**src/rtl/booth_pkg.sv**
```systemverilog
// Shared types and sizing constants for the sequential radix-4 Booth multiplier.
package booth_pkg;

  localparam int A_W  = 16;
  localparam int B_W  = 16;
  localparam int P_W  = A_W + B_W;
  localparam int ROWS = B_W / 2;
  localparam int K_W  = $clog2(ROWS);

  localparam logic [K_W-1:0] LAST_ROW = K_W'(ROWS - 1);

  typedef enum logic [1:0] {
    IDLE,
    RUN,
    DONE
  } state_t;

endpackage

```
**src/rtl/booth_pp_row.sv**
```systemverilog
// Radix-4 Booth row generator: encodes one multiplier triplet and selects the
// matching 17-bit partial-product row plus its complement-correction bit.
module booth_pp_row
  import booth_pkg::*;
(
  input  logic [2:0]     triplet,
  input  logic [A_W-1:0] a,
  output logic [A_W:0]   p,
  output logic           neg
);

  logic [A_W:0] a_x1;
  logic [A_W:0] a_x2;

  assign a_x1 = {a[A_W-1], a};
  assign a_x2 = {a, 1'b0};

  // Negative rows are emitted inverted; the +1 arrives through neg.
  always_comb begin
    p   = '0;
    neg = 1'b0;
    case (triplet)
      3'b000: p = '0;
      3'b001,
      3'b010: p = a_x1;
      3'b011: p = a_x2;
      3'b100: begin
        p   = ~a_x2;
        neg = 1'b1;
      end
      3'b101,
      3'b110: begin
        p   = ~a_x1;
        neg = 1'b1;
      end
      3'b111: begin
        p   = '1;
        neg = 1'b1;
      end
      default: begin
        p   = '0;
        neg = 1'b0;
      end
    endcase
  end

endmodule

```
**src/rtl/booth_seq_mult.sv**
```systemverilog
// Iterative 16x16 signed radix-4 Booth multiplier, one row per clock.
// Optional early termination when the remaining rows are zero: BOOTH_EARLY_TERM_EN.
module booth_seq_mult
  import booth_pkg::*;
(
  input  logic           clk,
  input  logic           rst_n,
  input  logic           in_valid,
  output logic           in_ready,
  input  logic [A_W-1:0] a,
  input  logic [B_W-1:0] b,
  output logic           out_valid,
  input  logic           out_ready,
  output logic [P_W-1:0] product,
  output logic           busy
);

  state_t         state;
  logic [A_W-1:0] a_reg;
  logic [B_W:0]   window;
  logic [K_W-1:0] k;
  logic [P_W-1:0] acc;

  logic [A_W:0]   row_p;
  logic           row_neg;
  logic [P_W-1:0] row_term;
  logic [P_W-1:0] acc_next;
  logic [B_W:0]   window_next;
  logic           finish;

  booth_pp_row u_row (
    .triplet (window[2:0]),
    .a       (a_reg),
    .p       (row_p),
    .neg     (row_neg)
  );

  assign row_term    = ({{(P_W-A_W-1){row_p[A_W]}}, row_p}
                       + {{(P_W-1){1'b0}}, row_neg}) << {k, 1'b0};
  assign acc_next    = acc + row_term;
  assign window_next = {{2{window[B_W]}}, window[B_W:2]};

`ifdef BOOTH_EARLY_TERM_EN
  // A uniform window after this row means every later row is zero, so stop now.
  assign finish = (k == LAST_ROW) || (window_next == '0) || (window_next == '1);
`else
  assign finish = (k == LAST_ROW);
`endif

  always_ff @(posedge clk or negedge rst_n) begin
    if (!rst_n) begin
      state     <= IDLE;
      in_ready  <= 1'b1;
      out_valid <= 1'b0;
      busy      <= 1'b0;
      product   <= '0;
      a_reg     <= '0;
      window    <= '0;
      k         <= '0;
      acc       <= '0;
    end else begin
      case (state)
        IDLE: begin
          if (in_valid && in_ready) begin
            a_reg    <= a;
            window   <= {b, 1'b0};
            acc      <= '0;
            k        <= '0;
            state    <= RUN;
            in_ready <= 1'b0;
            busy     <= 1'b1;
          end
        end
        RUN: begin
          acc    <= acc_next;
          window <= window_next;
          k      <= k + 1'b1;
          if (finish) begin
            state     <= DONE;
            product   <= acc_next;
            out_valid <= 1'b1;
          end
        end
        DONE: begin
          if (out_ready) begin
            state     <= IDLE;
            out_valid <= 1'b0;
            in_ready  <= 1'b1;
            busy      <= 1'b0;
          end
        end
        default: begin
          state     <= IDLE;
          in_ready  <= 1'b1;
          out_valid <= 1'b0;
          busy      <= 1'b0;
        end
      endcase
    end
  end

endmodule

```
**config.mk**
```make
export PLATFORM = sky130hd
export DESIGN_NAME = booth_seq_mult
export DESIGN_NICKNAME = d
export VERILOG_FILES = /design/src/rtl/booth_pkg.sv /design/src/rtl/booth_pp_row.sv /design/src/rtl/booth_seq_mult.sv
export SDC_FILE = /design/constraint.sdc
export NUM_CORES = 1
export LEC_CHECK = 0
export CAP_MARGIN = 20
export CORE_ASPECT_RATIO = 0.5
export CORE_MARGIN = 3
export CORE_UTILIZATION = 39
export DETAILED_ROUTE_END_ITERATION = 12
export PLACE_DENSITY_LB_ADDON = 0.25
export SLEW_MARGIN = 15
export SYNTH_ARGS = -nofsm -noshare
export SYNTH_HDL_FRONTEND = slang
export SYNTH_HIERARCHICAL = 1
export SYNTH_SLANG_ARGS = --single-unit
```
**constraint.sdc**
```tcl
create_clock -name clk -period 5.8 [get_ports clk]
set_clock_uncertainty 0.05 [all_clocks]
set_input_delay 0.87 -clock clk [delete_from_list [all_inputs] [get_ports clk]]
set_output_delay 0.87 -clock clk [all_outputs]
set_load 0.01 [all_outputs]
```
* Word-level counts from Yosys, hierarchy flattened
Cells that the tools add are included.
W data, S select, Z words.
** Word-level totals
- Output and inout port bits :: 35
- Bits in registers :: 105
- Input bits :: 36
** Cells by class
- Shifts and indexed selects :: 1
- Reduce and logical (&&, ||, !) cells :: 14
- Equal/unequal tests :: 13
- Bitwise logic cells :: 4
- Muxes and demuxes :: 20
- Add/sub/neg operators :: 3
** Operator list (number)
- $pmux W17 S6 :: 1
- $pmux W32 S2 :: 1
- $not A17 Y17 :: 2
- $pmux W17 S2 :: 1
- $add A32 B32 Y32 :: 1
- $mux W32 :: 1
- $shl A32 B4 Y32 :: 1
- $add A17 B2 Y18 :: 1
- $mux W17 :: 1
- $eq A3 B3 Y1 const B :: 5
- $reduce_and A3 Y1 :: 4
- $pmux W1 S3 :: 3
- $eq A3 B2 Y1 const B :: 2
- $mux W1 :: 6
- $mux W2 :: 3
- $ne A2 B2 Y1 const B :: 3
- $pmux W2 S3 :: 1
- $pmux W3 S2 :: 1
- $reduce_and A2 Y1 :: 3
- $reduce_or A2 Y1 :: 2
- $reduce_or A4 Y1 :: 1
- $add A3 B1 Y3 const B :: 1
- $eq A3 B1 Y1 const B :: 1
- $logic_not A3 Y1 :: 1
- other kinds (7) :: 8

* Logic depth before layout (Yosys ltp)
- Depth after elaboration :: 7
- Mapped depth :: 25
- Depth with buffers taken out :: 22

* By module
Netlist, hierarchy kept.
** By module, submodules not included
- booth_seq_mult :: cells an instance 851, area each 6976.7 µm², times used 1
- booth_pp_row :: cells an instance 81, area each 598.1 µm², times used 1

* Worst setup path before layout
No wires, ideal clock.
- Path kind :: flip-flop to flip-flop
- Start point :: register window[1]
- End point :: register product[27]
- Clock period less this slack :: 5.542 ns
- Setup slack :: 0.258 ns
- Arrival :: 5.358 ns
- Cell stages (with the launch flop) :: 25
- Path buffers :: 4
- Cell sequence :: dfrtp_1 -> buf_6 -> xor2_1 -> and2_1 -> buf_6 -> buf_6 -> a221oi_1 -> nand4_1 -> nor2_1 -> nand3_1 -> xor2_1 -> mux2i_1 -> inv_1 -> mux4_2 -> inv_1 -> ha_1 -> buf_6 -> a21o_1 -> o21bai_1 -> a211o_1 -> a31o_4 -> a21bo_2 -> a221oi_1 -> xor2_1 -> o21ai_0
** On the way
- Word-level cells in the longest chain between the ends :: 6
** Ends and longest elaborated chain
- start: declaration :: line booth_seq_mult.sv:20 : logic [B_W:0] window;
- start signal: assignment :: line booth_seq_mult.sv:66 : window <= {b, 1'b0};
- start signal: assignment :: line booth_seq_mult.sv:76 : window <= window_next;
- $eq A3 B3 Y1 (tied with other cells) :: line booth_pp_row.sv:22 : case (triplet)
- $reduce_or A2 Y1 (on tied branches)
- $pmux W17 S6 (*) :: line booth_pp_row.sv:22
- net row_p[5] :: line booth_seq_mult.sv:24 : logic [A_W:0] row_p;
- $add A17 B2 Y18 (*) :: line booth_seq_mult.sv:39 : + {{(P_W-1){1'b0}}, row_neg}) << {k, 1'b0};
- $shl A32 B4 Y32 (*) :: line booth_seq_mult.sv:38 : assign row_term = ({{(P_W-A_W-1){row_p[A_W]}}, row_p}
- $add A32 B32 Y32 (*) :: line booth_seq_mult.sv:40 : assign acc_next = acc + row_term;
- end signal: assignment :: line booth_seq_mult.sv:80 : product <= acc_next;
- end: declaration :: line booth_seq_mult.sv:14 : output logic [P_W-1:0] product,
Mark *: on every way through the listed nets, which the timed path passes. The rest lies on a longest branch.
A chain may end at the register's enable or synchronous reset.

* Final worst setup path
- Start point :: register window[1]
- End point :: register acc[31]
** On the way
- Word-level cells in the longest chain between the ends :: 7
** Ends and longest elaborated chain
- $eq A3 B3 Y1 (tied with other cells) :: line booth_pp_row.sv:22
- $reduce_or A2 Y1 (on tied branches)
- $pmux W17 S6 (*) :: line booth_pp_row.sv:22
- net row_p[8] :: line booth_seq_mult.sv:24
- $add A17 B2 Y18 (*) :: line booth_seq_mult.sv:39
- $shl A32 B4 Y32 (*) :: line booth_seq_mult.sv:38
- $add A32 B32 Y32 (*) :: line booth_seq_mult.sv:40
- $pmux W32 S2 (*) :: line booth_seq_mult.sv:62 : case (state)
- end signal: assignment :: line booth_seq_mult.sv:75 : acc <= acc_next;
- end: declaration :: line booth_seq_mult.sv:22 : logic [P_W-1:0] acc;
Marks and branches as above.

==> impl_metrics.csv <==
group,metric,value,unit
timing,maxSlewViolCount,0,
critical_path,rrSetupSlack,0.34,ns
min_path,holdPathStages,2,
grt,overflow,0,
critical_path,critical-path-max-stage-delay,0.52,ns
logic_synthesis,synthTopCellsByArea,"dfrtp_1 34%, nand2_1 8.6%, ha_1 5.8%",
clocking,h-tree-depth,3,
logic_synthesis,synth.most_common_cell,"nand2_1",
finish,diodes,0,
timing,clock.fmax,183,MHz
logic_synthesis,ys_warn_count,6,
critical_path,timing.rr.end,"acc[31]",
timing,max_slew_margin,35.9,%
finish,stdcell_count,1241,
timing,finalHoldViolCount,0,
logic_synthesis,post-synth-top-area-cell,"dfrtp_1",
finish,reg_top3,"acc: 32 flops, product: 32 flops, window: 17 flops",
logic_synthesis,ys_seq_area_share,34.7,%
placement,dp_cells,1222,
placement,preCtsSetupSlack,0.254,ns
clocking,cts-buffers-inserted,9,
finish,n_fill_cell,1844,
critical_path,critical_path_required,6.04,ns
clocking,cts_tree,"built",
routing,vias,6817,
logic_synthesis,synth_commonest_cells,"174 x nand2_1, 104 x dfrtp_1, 80 x o21ai_0",
routing,ant_nets,0,
logic_synthesis,yosysUniqueCellTypes,61,
logic_synthesis,mappedNetlistNets,1004,
logic_synthesis,postSynthCellCount,932,
floorplan,row_count,35,
critical_path,crit_type,"register to register",
floorplan,design.core.area,18700,µm²
finish,drive_above_1_share,8.35,%
floorplan,die_area,21200,µm²
logic_synthesis,synth_seq_cells,105,
grt,grt_start_max_net_pins,61,
grt,grt_usage,19.5,%
critical_path,reg2reg_depth,21,
logic_synthesis,synth.avg_cell_area,8.13,µm²
timing,worst_pin_slew,0.962,ns
min_path,worstHoldPathType,"register to register",
job,maxCapViolations,0,
floorplan,die_w,203,µm
critical_path,cp_slowest_cell,"mux4_2",
placement,io_buffers,70,
critical_path,worstPathMaxFanout,15,
clocking,cts.clk_slew.worst_paths,0.09,ns
grt,grt_pass1_vias,6516,
finish,fin_area,8920,µm²
clocking,clk_path_buf_depth,2,
routing,vias_per_cell,5.49,
finish,fin_nets,1049,
status,status,"completed",
grt,grt_first_pass_wirelength,34000,µm
floorplan,pin_count,71,
logic_synthesis,async_reset_ff_share,100,%
timing,rsz0062_at_grt,"false",
clocking,cts.sinks,105,
routing,drt-total-wl,20500,µm
critical_path,end_kind,"register",
finish,syn2layout_area_growth,17.7,%
logic_synthesis,syn_area,7570,µm²
critical_path,crit_chain,"buf_4 -> nand2_1 -> buf_4 -> o221ai_1 -> a221oi_1 -> nand4_1 -> nor2_1 -> nand3_1 -> nor2_1 -> xnor2_1 -> mux4_2 -> a21oi_1 -> ha_1 -> a21oi_1 -> o21bai_1 -> a2111oi_0 -> o22ai_1 -> a31oi_4 -> mux2i_2 -> o21ai_0 -> a2bb2oi_1",
floorplan,fp.dieH,105,µm
logic_synthesis,synth_edf_count,0,
critical_path,arrival,5.70,ns
placement,placed_area,8530,µm²
grt,antenna_found_initial,0,
clocking,clk_latency,0.37,ns
critical_path,r2r-start,"window[1]",
critical_path,cp-start-kind,"register",
min_path,hold_end,"window[15]",
timing,setup_viol,0,
placement,place.gp.congestion,0.952,
routing,drt_iter0_drc,522,
routing,drt_first_pass_iters,6,
routing,routedWlPerCell,16.5,µm
timing,tns,0,ns
timing,finalCriticalPeriod,5.46,ns
logic_synthesis,synthFlopType,"dfrtp_1",
floorplan,initial_core_util,40.5,%
clocking,root_buffer,"clkbuf_16",
timing,worst_slack,0.339,ns
routing,drc,0,
clocking,cts_hold_buf,0,
min_path,hp-start,"window[15]",
placement,hpwl,15200,µm
logic_synthesis,synth_top_area_share,34.4,%
timing,fin_crit_sh,94.2,%
critical path: cells and delay by family (launching register included):
kind,cells,cell delay (ns)
DFF,1,0.44
buffers and inverters,2,0.41
muxes,2,0.85
and+or+nand+nor,5,0.83
AOI/OAI and AO/OA,10,2.33
adders and majority gates,1,0.32
xor gates and xnor gates,1,0.14
routing by layer:
layer	up-vias	GRT usage, %	share of wire [%]
met3	23	4.14	4.1
met2	136	30.0	43
li1	3441	-	-
met4	0	4.37	1.3
met1	3217	28.1	51
met5	-	0	0
what timing repair did:
| action | 4_1_cts | 5_1_grt |
|---|---|---|
| gates resized for setup | 0 | 12 |
| endpoints found under the setup margin | 0 | 16 |
| buffers inserted | 0 | 2 |
per-stage QoR:
step	utilization, %	hold WS (ns)
after floorplan	-	0.397
after global placement	45.6	0.411
after detailed placement	45.6	0.418
after CTS	47.2	0.437
after global routing	47.7	0.462
final	47.7	0.429
area by class of cell:
cell class / instances / area (µm²) / share of cell area [%]
Inverter: 17 / 63.8 / 0.715
Clock buffer: 9 / 225 / 2.53
Multi-Input combinational cell: 742 / 4640 / 52.0
Sequential cell: 105 / 2630 / 29.5
Clock inverter: 7 / 76.3 / 0.856
Timing Repair Buffer: 102 / 958 / 10.7
Tap cell: 259 / 324 / 3.63
cells by family (layout without fill, tap and decap cells):
group,count (synthesis),in the layout,synth area share (%)
compound gates,283,283,24.3
xor+xnor,41,41,4.74
simple gates,352,352,21.0
flops,105,105,34.7
fa+ha+maj,36,36,6.05
buf+inv,85,135,4.69
mux,30,30,4.53
cell usage in the layout, fill, tap and decap left out, types with 4 or more instances in the layout:
master | netlist | layout
clkbuf_16 | 0 | 9
a211oi_1 | 6 | 6
xnor2_1 | 23 | 23
ha_1 | 35 | 33
a21oi_1 | 57 | 55
o31ai_1 | 5 | 5
nor2_1 | 58 | 55
nand2b_1 | 8 | 7
o21ai_0 | 80 | 80
nand4_1 | 11 | 11
nand3_1 | 41 | 41
a221oi_1 | 16 | 15
inv_1 | 16 | 16
buf_4 | 0 | 32
and2_1 | 19 | 18
clkdlybuf4s50_1 | 0 | 69
o221ai_1 | 14 | 14
o211ai_1 | 9 | 9
mux2_2 | 4 | 4
mux2i_1 | 23 | 22
nor3_1 | 15 | 15
or2_2 | 4 | 4
dfrtp_1 | 104 | 104
xor2_1 | 18 | 18
a31oi_1 | 22 | 22
o22ai_1 | 7 | 7
o21bai_1 | 10 | 10
nand2_1 | 174 | 173
a21o_1 | 36 | 36
worst max-delay path by stage:
stage,cells after the start,slack [ns],from,to
after global placement,22,0.33,window[1],acc[26]
after global routing,23,0.004,window[1],acc[28]
final,21,0.34,window[1],acc[31]
after CTS,20,0.23,window[0],acc[26]
after floorplan,24,0.26,window[1],product[27]
after detailed placement,20,0.25,window[0],acc[31]
Power is not shown: default switching activity piles up to over one toggle a cycle in this logic, so the estimate is an artifact.
